File: config.mk
export PLATFORM = sky130hd
export DESIGN_NAME = booth_mul_arbiter_flat
export DESIGN_NICKNAME = d
export VERILOG_FILES = /design/src/rtl/booth_pkg.sv /design/src/rtl/booth_mul_arbiter_if.sv /design/src/rtl/rr_pick.sv /design/src/rtl/booth_mul_arbiter.sv /design/src/flat_wrapper.sv
export SDC_FILE = /design/constraint.sdc
export NUM_CORES = 1
export LEC_CHECK = 0
export BUFFER_PORTS_ARGS = -buffer_cell sky130_fd_sc_hd__buf_2
export CORE_AREA = 2 2 92 72
export CTS_BUF_LIST = sky130_fd_sc_hd__clkbuf_4 sky130_fd_sc_hd__clkbuf_8
export CTS_CLUSTER_DIAMETER = 50
export CTS_CLUSTER_SIZE = 20
export DETAILED_ROUTE_END_ITERATION = 12
export DIE_AREA = 0 0 94 74
export HOLD_SLACK_MARGIN = 0.03
export PLACE_DENSITY = 0.66
export RECOVER_POWER = 100
export SYNTH_ARGS = -nofsm -noshare
export SYNTH_HDL_FRONTEND = slang
export SYNTH_HIERARCHICAL = 1
export SYNTH_SLANG_ARGS = --single-unit
File: constraint.sdc
create_clock -name i_clk -period 2.33 [get_ports i_clk]
set_clock_uncertainty 0.2 [all_clocks]
set_input_delay 0.3495 -clock i_clk [delete_from_list [all_inputs] [get_ports i_clk]]
set_output_delay 0.3495 -clock i_clk [all_outputs]
set_load 0.02 [all_outputs]
File: src/rtl/booth_pkg.sv
// Shared types and constants for the Booth multiplier arbiter slice.
// Latency: n/a (declarations only).
// Backpressure: n/a.
package booth_pkg;

    localparam int N_BIT_DEF = 8;
    localparam int N_REQ_DEF = 4;

    typedef enum logic [2:0] {
        IDLE,
        ISSUE,
        WAIT_BUSY,
        WAIT_DONE,
        RESPOND
    } state_t;

    // Full signed product width for an n_bit x n_bit multiply.
    function automatic int prod_w(input int n_bit);
        return 2 * n_bit;
    endfunction

endpackage

File: src/rtl/booth_mul_arbiter_if.sv
// Requester-side and multiplier-side bus of the shared Booth multiplier.
// Latency: n/a (wiring only).
// Backpressure: req_valid/req_ready accept handshake; rsp_valid has no backpressure.
//   slave  : arbiter view (requests and multiplier status in, grants/results/start out)
//   master : environment view (requesters plus multiplier instance)
interface booth_mul_arbiter_if
    import booth_pkg::*;
#(
    parameter int N_BIT = N_BIT_DEF,
    parameter int N_REQ = N_REQ_DEF
);
    localparam int PW = prod_w(N_BIT);

    logic [N_REQ-1:0]            req_valid;
    logic [N_REQ-1:0][N_BIT-1:0] req_a;
    logic [N_REQ-1:0][N_BIT-1:0] req_b;
    logic [N_REQ-1:0]            req_ready;
    logic [N_REQ-1:0]            rsp_valid;
    logic [PW-1:0]               rsp_product;
    logic                        mul_Request;
    logic [N_BIT-1:0]            mul_M;
    logic [N_BIT-1:0]            mul_Q;
    logic                        mul_Done;
    logic [PW-1:0]               mul_Product;

    modport slave (
        input  req_valid, req_a, req_b, mul_Done, mul_Product,
        output req_ready, rsp_valid, rsp_product, mul_Request, mul_M, mul_Q
    );

    modport master (
        output req_valid, req_a, req_b, mul_Done, mul_Product,
        input  req_ready, rsp_valid, rsp_product, mul_Request, mul_M, mul_Q
    );

endinterface

File: src/rtl/rr_pick.sv
// Round-robin priority picker: first set request strictly after i_ptr, wrapping.
// Latency: purely combinational.
// Backpressure: none; o_any flags that o_idx is meaningful.
//   i_req : request vector   i_ptr : last granted index
//   o_idx : chosen index     o_any : any request present
module rr_pick #(
    parameter int N  = 4,
    parameter int IW = (N > 1) ? $clog2(N) : 1
) (
    input  logic [N-1:0]  i_req,
    input  logic [IW-1:0] i_ptr,
    output logic [IW-1:0] o_idx,
    output logic          o_any
);
    logic [N-1:0]   w_mask;
    logic [2*N-1:0] w_dbl;

    // Lower half holds only requests above the pointer, upper half the full
    // vector; the lowest set bit of the doubled vector is the wrapped winner.
    always_comb begin
        w_mask = '0;
        for (int i = 0; i < N; i++) begin
            w_mask[i] = (i > int'(i_ptr));
        end
        w_dbl = {i_req, i_req & w_mask};
        o_idx = '0;
        for (int i = 2 * N - 1; i >= 0; i--) begin
            if (w_dbl[i]) begin
                o_idx = IW'(i % N);
            end
        end
        o_any = |i_req;
    end

endmodule

File: src/rtl/booth_mul_arbiter.sv
// Shares one Booth multiplier between N_REQ requesters with round-robin grant.
// Latency: rsp_valid N_BIT+4 cycles after the IDLE sample for an N_BIT+1 cycle multiply.
// Backpressure: requests wait in req_valid until granted; results are never stalled.
//   i_clk, i_rst : clock, synchronous active-high reset
//   io_bus       : requester handshake, results, multiplier start/operands/status
//   o_busy       : any state but IDLE    o_err : one-cycle start-timeout pulse
module booth_mul_arbiter
    import booth_pkg::*;
#(
    parameter int N_BIT         = N_BIT_DEF,
    parameter int N_REQ         = N_REQ_DEF,
    parameter int START_TIMEOUT = 3
) (
    input  logic               i_clk,
    input  logic               i_rst,
    booth_mul_arbiter_if.slave io_bus,
    output logic               o_busy,
    output logic               o_err
);
    localparam int IW = (N_REQ > 1) ? $clog2(N_REQ) : 1;
    localparam int PW = prod_w(N_BIT);
    localparam int CW = $clog2(START_TIMEOUT + 1);
    localparam logic [CW-1:0] TO_LAST = CW'(START_TIMEOUT - 1);

    state_t           r_state, w_next;
    logic [IW-1:0]    r_rr_ptr, r_g, w_pick;
    logic             w_any;
    logic [N_BIT-1:0] r_m, r_q;
    logic [PW-1:0]    r_prod;
    logic [CW-1:0]    r_cnt;
    logic             r_err;
    logic             w_timeout;
    logic [N_REQ-1:0] w_onehot;

    rr_pick #(.N(N_REQ), .IW(IW)) u_pick (
        .i_req (io_bus.req_valid),
        .i_ptr (r_rr_ptr),
        .o_idx (w_pick),
        .o_any (w_any)
    );

    // Done still high on the last allowed WAIT_BUSY cycle: multiplier never started.
    assign w_timeout = (r_state == WAIT_BUSY) && io_bus.mul_Done && (r_cnt == TO_LAST);
    assign w_onehot  = N_REQ'(1) << r_g;

    always_ff @(posedge i_clk) begin
        if (i_rst) begin
            r_state <= IDLE;
        end else begin
            r_state <= w_next;
        end
    end

    always_comb begin
        w_next = r_state;
        case (r_state)
            IDLE:      if (w_any) w_next = ISSUE;
            ISSUE:     w_next = WAIT_BUSY;
            WAIT_BUSY: begin
                if (!io_bus.mul_Done) w_next = WAIT_DONE;
                else if (w_timeout)   w_next = IDLE;
            end
            WAIT_DONE: if (io_bus.mul_Done) w_next = RESPOND;
            RESPOND:   w_next = IDLE;
            default:   w_next = IDLE;
        endcase
    end

    always_ff @(posedge i_clk) begin
        if (i_rst) begin
            r_rr_ptr <= IW'(N_REQ - 1);
            r_g      <= '0;
            r_m      <= '0;
            r_q      <= '0;
            r_prod   <= '0;
            r_cnt    <= '0;
            r_err    <= 1'b0;
        end else begin
            r_err <= w_timeout;
            case (r_state)
                IDLE: begin
                    if (w_any) begin
                        r_g <= w_pick;
                        r_m <= io_bus.req_a[w_pick];
                        r_q <= io_bus.req_b[w_pick];
                    end
                end
                ISSUE: begin
                    r_rr_ptr <= r_g;
                    r_cnt    <= '0;
                end
                WAIT_BUSY: if (io_bus.mul_Done) r_cnt <= r_cnt + 1'b1;
                WAIT_DONE: if (io_bus.mul_Done) r_prod <= io_bus.mul_Product;
                default: ;
            endcase
        end
    end

    always_comb begin
        io_bus.req_ready   = '0;
        io_bus.rsp_valid   = '0;
        io_bus.mul_Request = 1'b0;
        case (r_state)
            ISSUE: begin
                io_bus.req_ready   = w_onehot;
                io_bus.mul_Request = 1'b1;
            end
            RESPOND: io_bus.rsp_valid = w_onehot;
            default: ;
        endcase
    end

    assign io_bus.mul_M       = r_m;
    assign io_bus.mul_Q       = r_q;
    assign io_bus.rsp_product = r_prod;
    assign o_busy             = (r_state != IDLE);
    assign o_err              = r_err;

endmodule

File: src/flat_wrapper.sv
// flat-port wrapper written by rule: the top's interface ports become plain ports
module booth_mul_arbiter_flat import booth_pkg::*;
#(
    parameter int N_BIT         = N_BIT_DEF,
    parameter int N_REQ         = N_REQ_DEF,
    parameter int START_TIMEOUT = 3
)
  (i_clk, i_rst, o_busy, o_err, io_bus_req_valid, io_bus_req_a, io_bus_req_b, io_bus_mul_Done, io_bus_mul_Product, io_bus_req_ready, io_bus_rsp_valid, io_bus_rsp_product, io_bus_mul_Request, io_bus_mul_M, io_bus_mul_Q);
  booth_mul_arbiter_if #(.N_BIT(N_BIT), .N_REQ(N_REQ)) io_bus_i ();
  input  logic i_clk;
  input  logic i_rst;
  output logic o_busy;
  output logic o_err;
  input wire logic [$bits(io_bus_i.req_valid)-1:0] io_bus_req_valid;
  input wire logic [$bits(io_bus_i.req_a)-1:0] io_bus_req_a;
  input wire logic [$bits(io_bus_i.req_b)-1:0] io_bus_req_b;
  input wire logic [$bits(io_bus_i.mul_Done)-1:0] io_bus_mul_Done;
  input wire logic [$bits(io_bus_i.mul_Product)-1:0] io_bus_mul_Product;
  output wire logic [$bits(io_bus_i.req_ready)-1:0] io_bus_req_ready;
  output wire logic [$bits(io_bus_i.rsp_valid)-1:0] io_bus_rsp_valid;
  output wire logic [$bits(io_bus_i.rsp_product)-1:0] io_bus_rsp_product;
  output wire logic [$bits(io_bus_i.mul_Request)-1:0] io_bus_mul_Request;
  output wire logic [$bits(io_bus_i.mul_M)-1:0] io_bus_mul_M;
  output wire logic [$bits(io_bus_i.mul_Q)-1:0] io_bus_mul_Q;
  assign io_bus_i.req_valid = io_bus_req_valid;
  assign io_bus_i.req_a = io_bus_req_a;
  assign io_bus_i.req_b = io_bus_req_b;
  assign io_bus_i.mul_Done = io_bus_mul_Done;
  assign io_bus_i.mul_Product = io_bus_mul_Product;
  assign io_bus_req_ready = io_bus_i.req_ready;
  assign io_bus_rsp_valid = io_bus_i.rsp_valid;
  assign io_bus_rsp_product = io_bus_i.rsp_product;
  assign io_bus_mul_Request = io_bus_i.mul_Request;
  assign io_bus_mul_M = io_bus_i.mul_M;
  assign io_bus_mul_Q = io_bus_i.mul_Q;
  booth_mul_arbiter #(.N_BIT(N_BIT), .N_REQ(N_REQ), .START_TIMEOUT(START_TIMEOUT)) u_core (.i_clk(i_clk), .i_rst(i_rst), .io_bus(io_bus_i), .o_busy(o_busy), .o_err(o_err));
endmodule
# Yosys cells after proc, flatten, opt, wreduce, memory -nomap -nowiden
# Index checks and enable logic that the tools add are counted.
totals:
  latchBits: 0
  in_bits: 87
  mem_count: 0
  mem_bits_rw: 0
  rom_bits: 0
  reg_bits: 42
op_classes:
  reduce_logical: 10
  mux: 22
  addsub: 1
  order_cmp: 4
  n_eq_ne: 9
  n_shift: 1
  multipliers: 0
  div_mod_pow: 0
  bitwise: 1
op_table:
  columns: ["cell", "n"]
  rows:
  - ["8-bit binary-select mux with 2-bit select", 2]
  - ["2-bit 2-to-1 mux", 9]
  - ["8-bit 2-to-1 mux", 2]
  - ["3-bit 2-to-1 mux", 4]
  - ["3-bit case mux with 4 select lines", 1]
  - ["4-bit 2-to-1 mux", 2]
  - ["3-bit by 2-bit equality test with 1-bit output, second input constant", 2]
  - ["2-bit != test, second input constant", 3]
  - ["2-bit AND reduction", 3]
  - ["4-bit AND", 1]
  - ["2-bit greater-than comparator, first input constant", 2]
  - ["2-bit case mux with 2 select lines", 1]
  - ["4-bit OR reduction", 1]
  - ["1-bit by 2-bit << shifter with 4-bit output, first input constant", 1]
  - ["3-bit by 1-bit equality test with 1-bit output, second input constant", 1]
  - ["3-bit equality test, second input constant", 1]
  - ["3-bit logical NOT", 1]
  - ["2-bit by 3-bit less-than comparator with 1-bit output, second input constant", 1]
  - ["3-bit by 2-bit != test with 1-bit output, second input constant", 1]
  - ["3-bit AND reduction", 1]
  - ["3-bit nonzero test", 1]
  - ["2-bit by 1-bit adder with 2-bit output, second input constant", 1]
  - ["2-bit equality test, second input constant", 1]
  - ["1-bit by 2-bit greater-than comparator with 1-bit output, first input constant", 1]
  - ["other kinds (3)", 4]

# Depth between registers and ports, before layout
depth:
  depth_word: 10
  depth_mapped: 7
  ltp_nobuf: 5

# By module
# Netlist, hierarchy kept.
modules_own_cells:
  columns: ["mod", "n_inst", "cells_per_inst", "area_each_um2", "seq_area_each_um2"]
  rows:
  - ["booth_mul_arbiter", 1, 193, 1981.9, 840.8]
  - ["rr_pick", 1, 13, 70.1, 0.0]

# Least setup slack after synthesis
# OpenSTA, ideal clock, no wires.
synth_timing:
  kind: "register to output"
  startpoint: "reg u_core.r_state[1]"
  endpoint: "out io_bus_req_ready[1]"
  t_arrival_ns: 1.522
  t_required_ns: 1.781
  path_slack_ns: 0.259
  path_stages_with_launch: 5
  path_buffers: 2
  cell_sequence: "dfxtp_1 buf_2 or3b_1 clkbuf_1 nor3b_1"
synth_between:
  elab_chain_len: 2
synth_rtl:
  columns: ["item", "line_no", "source"]
  rows:
  - ["from (decl)", "booth_mul_arbiter.sv:25", "state_t r_state, w_next;"]
  - ["from (signal assigned)", "booth_mul_arbiter.sv:50", "r_state <= w_next;"]
  - ["3-bit by 1-bit equality test with 1-bit output", "booth_mul_arbiter.sv:103", "case (r_state)"]
  - ["4-bit 2-to-1 mux", "booth_mul_arbiter.sv:103", null]
  - ["to (decl)", "flat_wrapper.sv:19", "output wire logic [$bits(io_bus_i.req_ready)-1:0] io_bus_req_ready;"]
# Every way passes these cells.

# Final worst setup path
layout_timing:
  startpoint: "reg u_core.r_state[0]"
  endpoint: "out io_bus_rsp_valid[1]"
layout_between:
  elab_chain_len: 2
layout_rtl:
  columns: ["item", "line_no", "source"]
  rows:
  - ["3-bit equality test", "booth_mul_arbiter.sv:103", null]
  - ["4-bit 2-to-1 mux", "booth_mul_arbiter.sv:103", null]
  - ["to (decl)", "flat_wrapper.sv:20", "output wire logic [$bits(io_bus_i.rsp_valid)-1:0] io_bus_rsp_valid;"]
# Every way passes these cells.

==> out/metrics.yaml <==
run_status:
  run_status: "completed"
die:
  die_x_um: 94
  rows: 25
  die_area_um2: 6956
  initial_utilization_pct: 33.64
  core-area_um2: 6100
  num_io_pins: 130
  die_height_um: 74
logic_synthesis:
  mappedNetlistNets: 294
  synth_edf_count: 0
  netlist_instances: 206
  synthArstFlopShare_pct: 0
  yosys.area.top_type_share_pct: 40.98
  synth_top_flop_cell: "sky130_fd_sc_hd__dfxtp_1"
  yosysWarningCount: 6
  yosys_register_bits: 42
  syn_area_per_cell_um2: 9.961
  synthDominantAreaCellType: "sky130_fd_sc_hd__dfxtp_1"
  synth.top_cells.by_area: "sky130_fd_sc_hd__dfxtp_1 41%, sky130_fd_sc_hd__mux4_2 16%, sky130_fd_sc_hd__nand2_1 7.1%"
  ys_seq_area_share_pct: 40.98
  synth.distinct_cells: 37
  netlist_area_um2: 2052
timing:
  rsz_0062_raised_after_global_routing: "no"
  finalSetupViolations: 0
  fmaxAchievable_ghz: 0.4562
  finalSetupTns_ns: 0
  relSlewSlack_pct: 50.19
  worst_pin_slew_ns: 0.7433
  timing.final.crit_period_ns: 2.192
  layout_worst_path_cycle_share_pct: 94.08
  final_hold_fails: 0
  final_max_slew_viol_count: 0
  post-route-worst-setup-slack_ns: 0.1380
drt:
  detailroute.via_count: 2032
  drt-wirelength-per-cell_um: 14.01
  viasPerCell: 4.968
  post_route_ant_nets: 0
  detailedRoute.firstIterationViolations: 77
  drc: 0
  totalWireLength_mm: 5.732
  drtPass1Iterations: 4
critical_path:
  setup.worst_path.start: "u_core/r_state[0]$_SDFFE_PP0P_"
  worst-r2r-cell-count: 5
  crit_path_start_kind: "register"
  crit_chain: "buf_4 -> or3b_1 -> nor3b_1 -> clkbuf_2"
  data_required_time_at_the_worst_endpoint_ns: 1.78
  cell_at_the_slowest_stage_of_the_critical_path: "sky130_fd_sc_hd__or3b_1"
  critical_path_data_arrival_time_ns: 1.64
  endpoint_of_the_most_critical_setup_path: "io_bus_rsp_valid[1]"
  path_max_fanout: 13
  worst_setup_path_end_kind: "output port"
  r2r_end: "u_core/io_bus.mul_Q[6]$_SDFFE_PP0P_"
  criticalPathCategory: "reg -> out"
  r2r_setup_slack_ns: 0.24
  crit-reg2reg-launch: "u_core/r_rr_ptr[1]$_SDFFE_PP1P_"
  biggest_cell_delay_along_the_critical_path_ns: 0.44
clocking:
  clkTransAtPathRegs_ns: 0.08
  htreeDepth: 2
  cts_root_buf: "sky130_fd_sc_hd__clkbuf_8"
  cts_tree: "built"
  number_of_buffers_created_by_cts: 5
  clock_sinks: 42
  insertion_delay_ns: 0.28
  clock_path_buffers: 2
final_layout:
  antennaDiodeCount: 0
  final-instance-count-excl-fill: 409
  area_delta_synth_final_pct: 35.24
  utilization_pct: 45.50
  final_layout_size_suffix_gt1_share_pct: 36.59
  post-route-cell-area_um2: 2775
  mostFrequentLayoutCells: "86 x sky130_fd_sc_hd__buf_2, 41 x sky130_fd_sc_hd__dfxtp_1, 40 x sky130_fd_sc_hd__clkbuf_1"
  design.final.nets: 415
  layout.cells.most_common: "sky130_fd_sc_hd__buf_2"
global_routing:
  global_route_usage_sum_pct: 15.53
  grt_max_degree: 27
  first_global_vias: 1882
  total_congestion_overflow_after_global_routing: 0
  number_of_antenna_violations_at_the_first_check_in_global_routing: 0
  grt_first_pass_wirelength_mm: 8.556
placed_design:
  io_buffers: 129
  place_worst_setup_slack_ns: 0.1589
  dpl-instance-area_um2: 2729
  globalplace.congestion: 0.6919
  place_hpwl_mm: 4.291
  post-place-cells: 401
run:
  cap_viol_max_count: 0
pwr:
  ir_worst_vdd_uv: 230.5
  total_leakage_power_nw: 1.167
  power-per-cell-area_nw_per_um2: 683.5
min_path:
  holdCritPathClass: "in -> reg"
sequential cells by signal (all words and copies together) (netlist names):
signal	count
u_core/r_g	2
u_core/o_err	1
u_core/r_cnt	2
u_core/io_bus.mul_M	8
u_core/io_bus.mul_Q	8
u_core/r_rr_ptr	2
u_core/io_bus.rsp_product	16
u_core/r_state	3
area by class of cell:
| type | count | area (um^2) |
|---|---|---|
| timing repair buffer | 133 | 635.6 |
| clock buffer | 7 | 90.09 |
| sequential | 42 | 842.1 |
| fill | 626 | 3324 |
| clock inverter | 1 | 5.005 |
| tap | 81 | 101.3 |
| inverter | 4 | 15.01 |
| multi-input combinational | 141 | 1086 |
metrics by stage:
stage               power, mW  hold WS (ns)
finish                  1.897       0.09484
global placement        1.434        0.2389
CTS                     1.946       0.07833
detailed placement      1.446        0.2435
global route            2.022       0.08336
floorplan               1.265        0.2661
power by group:
part / switching [mW] / internal, mW
clock network: 0.235 / 0.251
registers: 0.0557 / 0.790
logic: 0.293 / 0.272
total: 0.583 / 1.31
how the worst min path moves through the flow:
stage,depth (start not counted),slack [ns],from,end
global placement,2,0.24,u_core/io_bus.rsp_product[6]$_SDFFE_PP0P_,u_core/io_bus.rsp_product[6]$_SDFFE_PP0P_
floorplan,2,0.27,u_core/r_cnt[1]$_SDFFE_PP0P_,u_core/r_cnt[1]$_SDFFE_PP0P_
CTS,3,0.08,io_bus_mul_Product[1],u_core/io_bus.rsp_product[1]$_SDFFE_PP0P_
detailed placement,2,0.24,u_core/io_bus.rsp_product[1]$_SDFFE_PP0P_,u_core/io_bus.rsp_product[1]$_SDFFE_PP0P_
global route,3,0.08,io_bus_mul_Product[1],u_core/io_bus.rsp_product[1]$_SDFFE_PP0P_
finish,3,0.09,io_bus_mul_Product[1],u_core/io_bus.rsp_product[1]$_SDFFE_PP0P_
per-layer routing:
metal | GRT usage [%] | wire length (um)
met3 | 5.572 | 629
met1 | 19.12 | 2390
met4 | 2.576 | 0
met5 | 0 | 0
met2 | 26.98 | 2711
cells by family (layout without fill, tap and decap cells):
family,after synthesis,count (layout),share of synthesized area [%]
DFF,42,42,40.98
AOI/OAI and AO/OA,47,47,15.00
and+or+nand+nor,75,75,18.48
adders and majority gates,1,1,0.6097
muxes,18,18,18.72
buffers and inverters,23,145,6.218
cells in the mapped netlist (2+ instances only):
cell type	n
sky130_fd_sc_hd__a21oi_1	21
sky130_fd_sc_hd__a22o_1	16
sky130_fd_sc_hd__and2_1	2
sky130_fd_sc_hd__buf_2	5
sky130_fd_sc_hd__buf_4	3
sky130_fd_sc_hd__buf_6	3
sky130_fd_sc_hd__clkbuf_1	6
sky130_fd_sc_hd__dfxtp_1	42
sky130_fd_sc_hd__inv_1	3
sky130_fd_sc_hd__mux2i_1	2
sky130_fd_sc_hd__mux4_2	15
sky130_fd_sc_hd__nand2_1	39
sky130_fd_sc_hd__nand3b_1	2
sky130_fd_sc_hd__nor2_1	12
sky130_fd_sc_hd__nor3_1	3
sky130_fd_sc_hd__nor3b_1	3
sky130_fd_sc_hd__nor4_1	2
sky130_fd_sc_hd__nor4b_1	2
sky130_fd_sc_hd__o21ai_0	5
sky130_fd_sc_hd__o22ai_1	2
sky130_fd_sc_hd__or3b_1	2
what timing repair did:
item	CTS	global route
buffers inserted	0	0
hold buffers	0	0
setup endpoints to repair	0	3
resized for setup	0	2
worst max-delay path: cells and delay by family (launching register included):
family | cells | cell delay [ns]
buffers and inverters | 2 | 0.37
flip-flops | 1 | 0.31
AND/OR/NAND/NOR | 2 | 0.67
(Power assumes the default switching activity.)
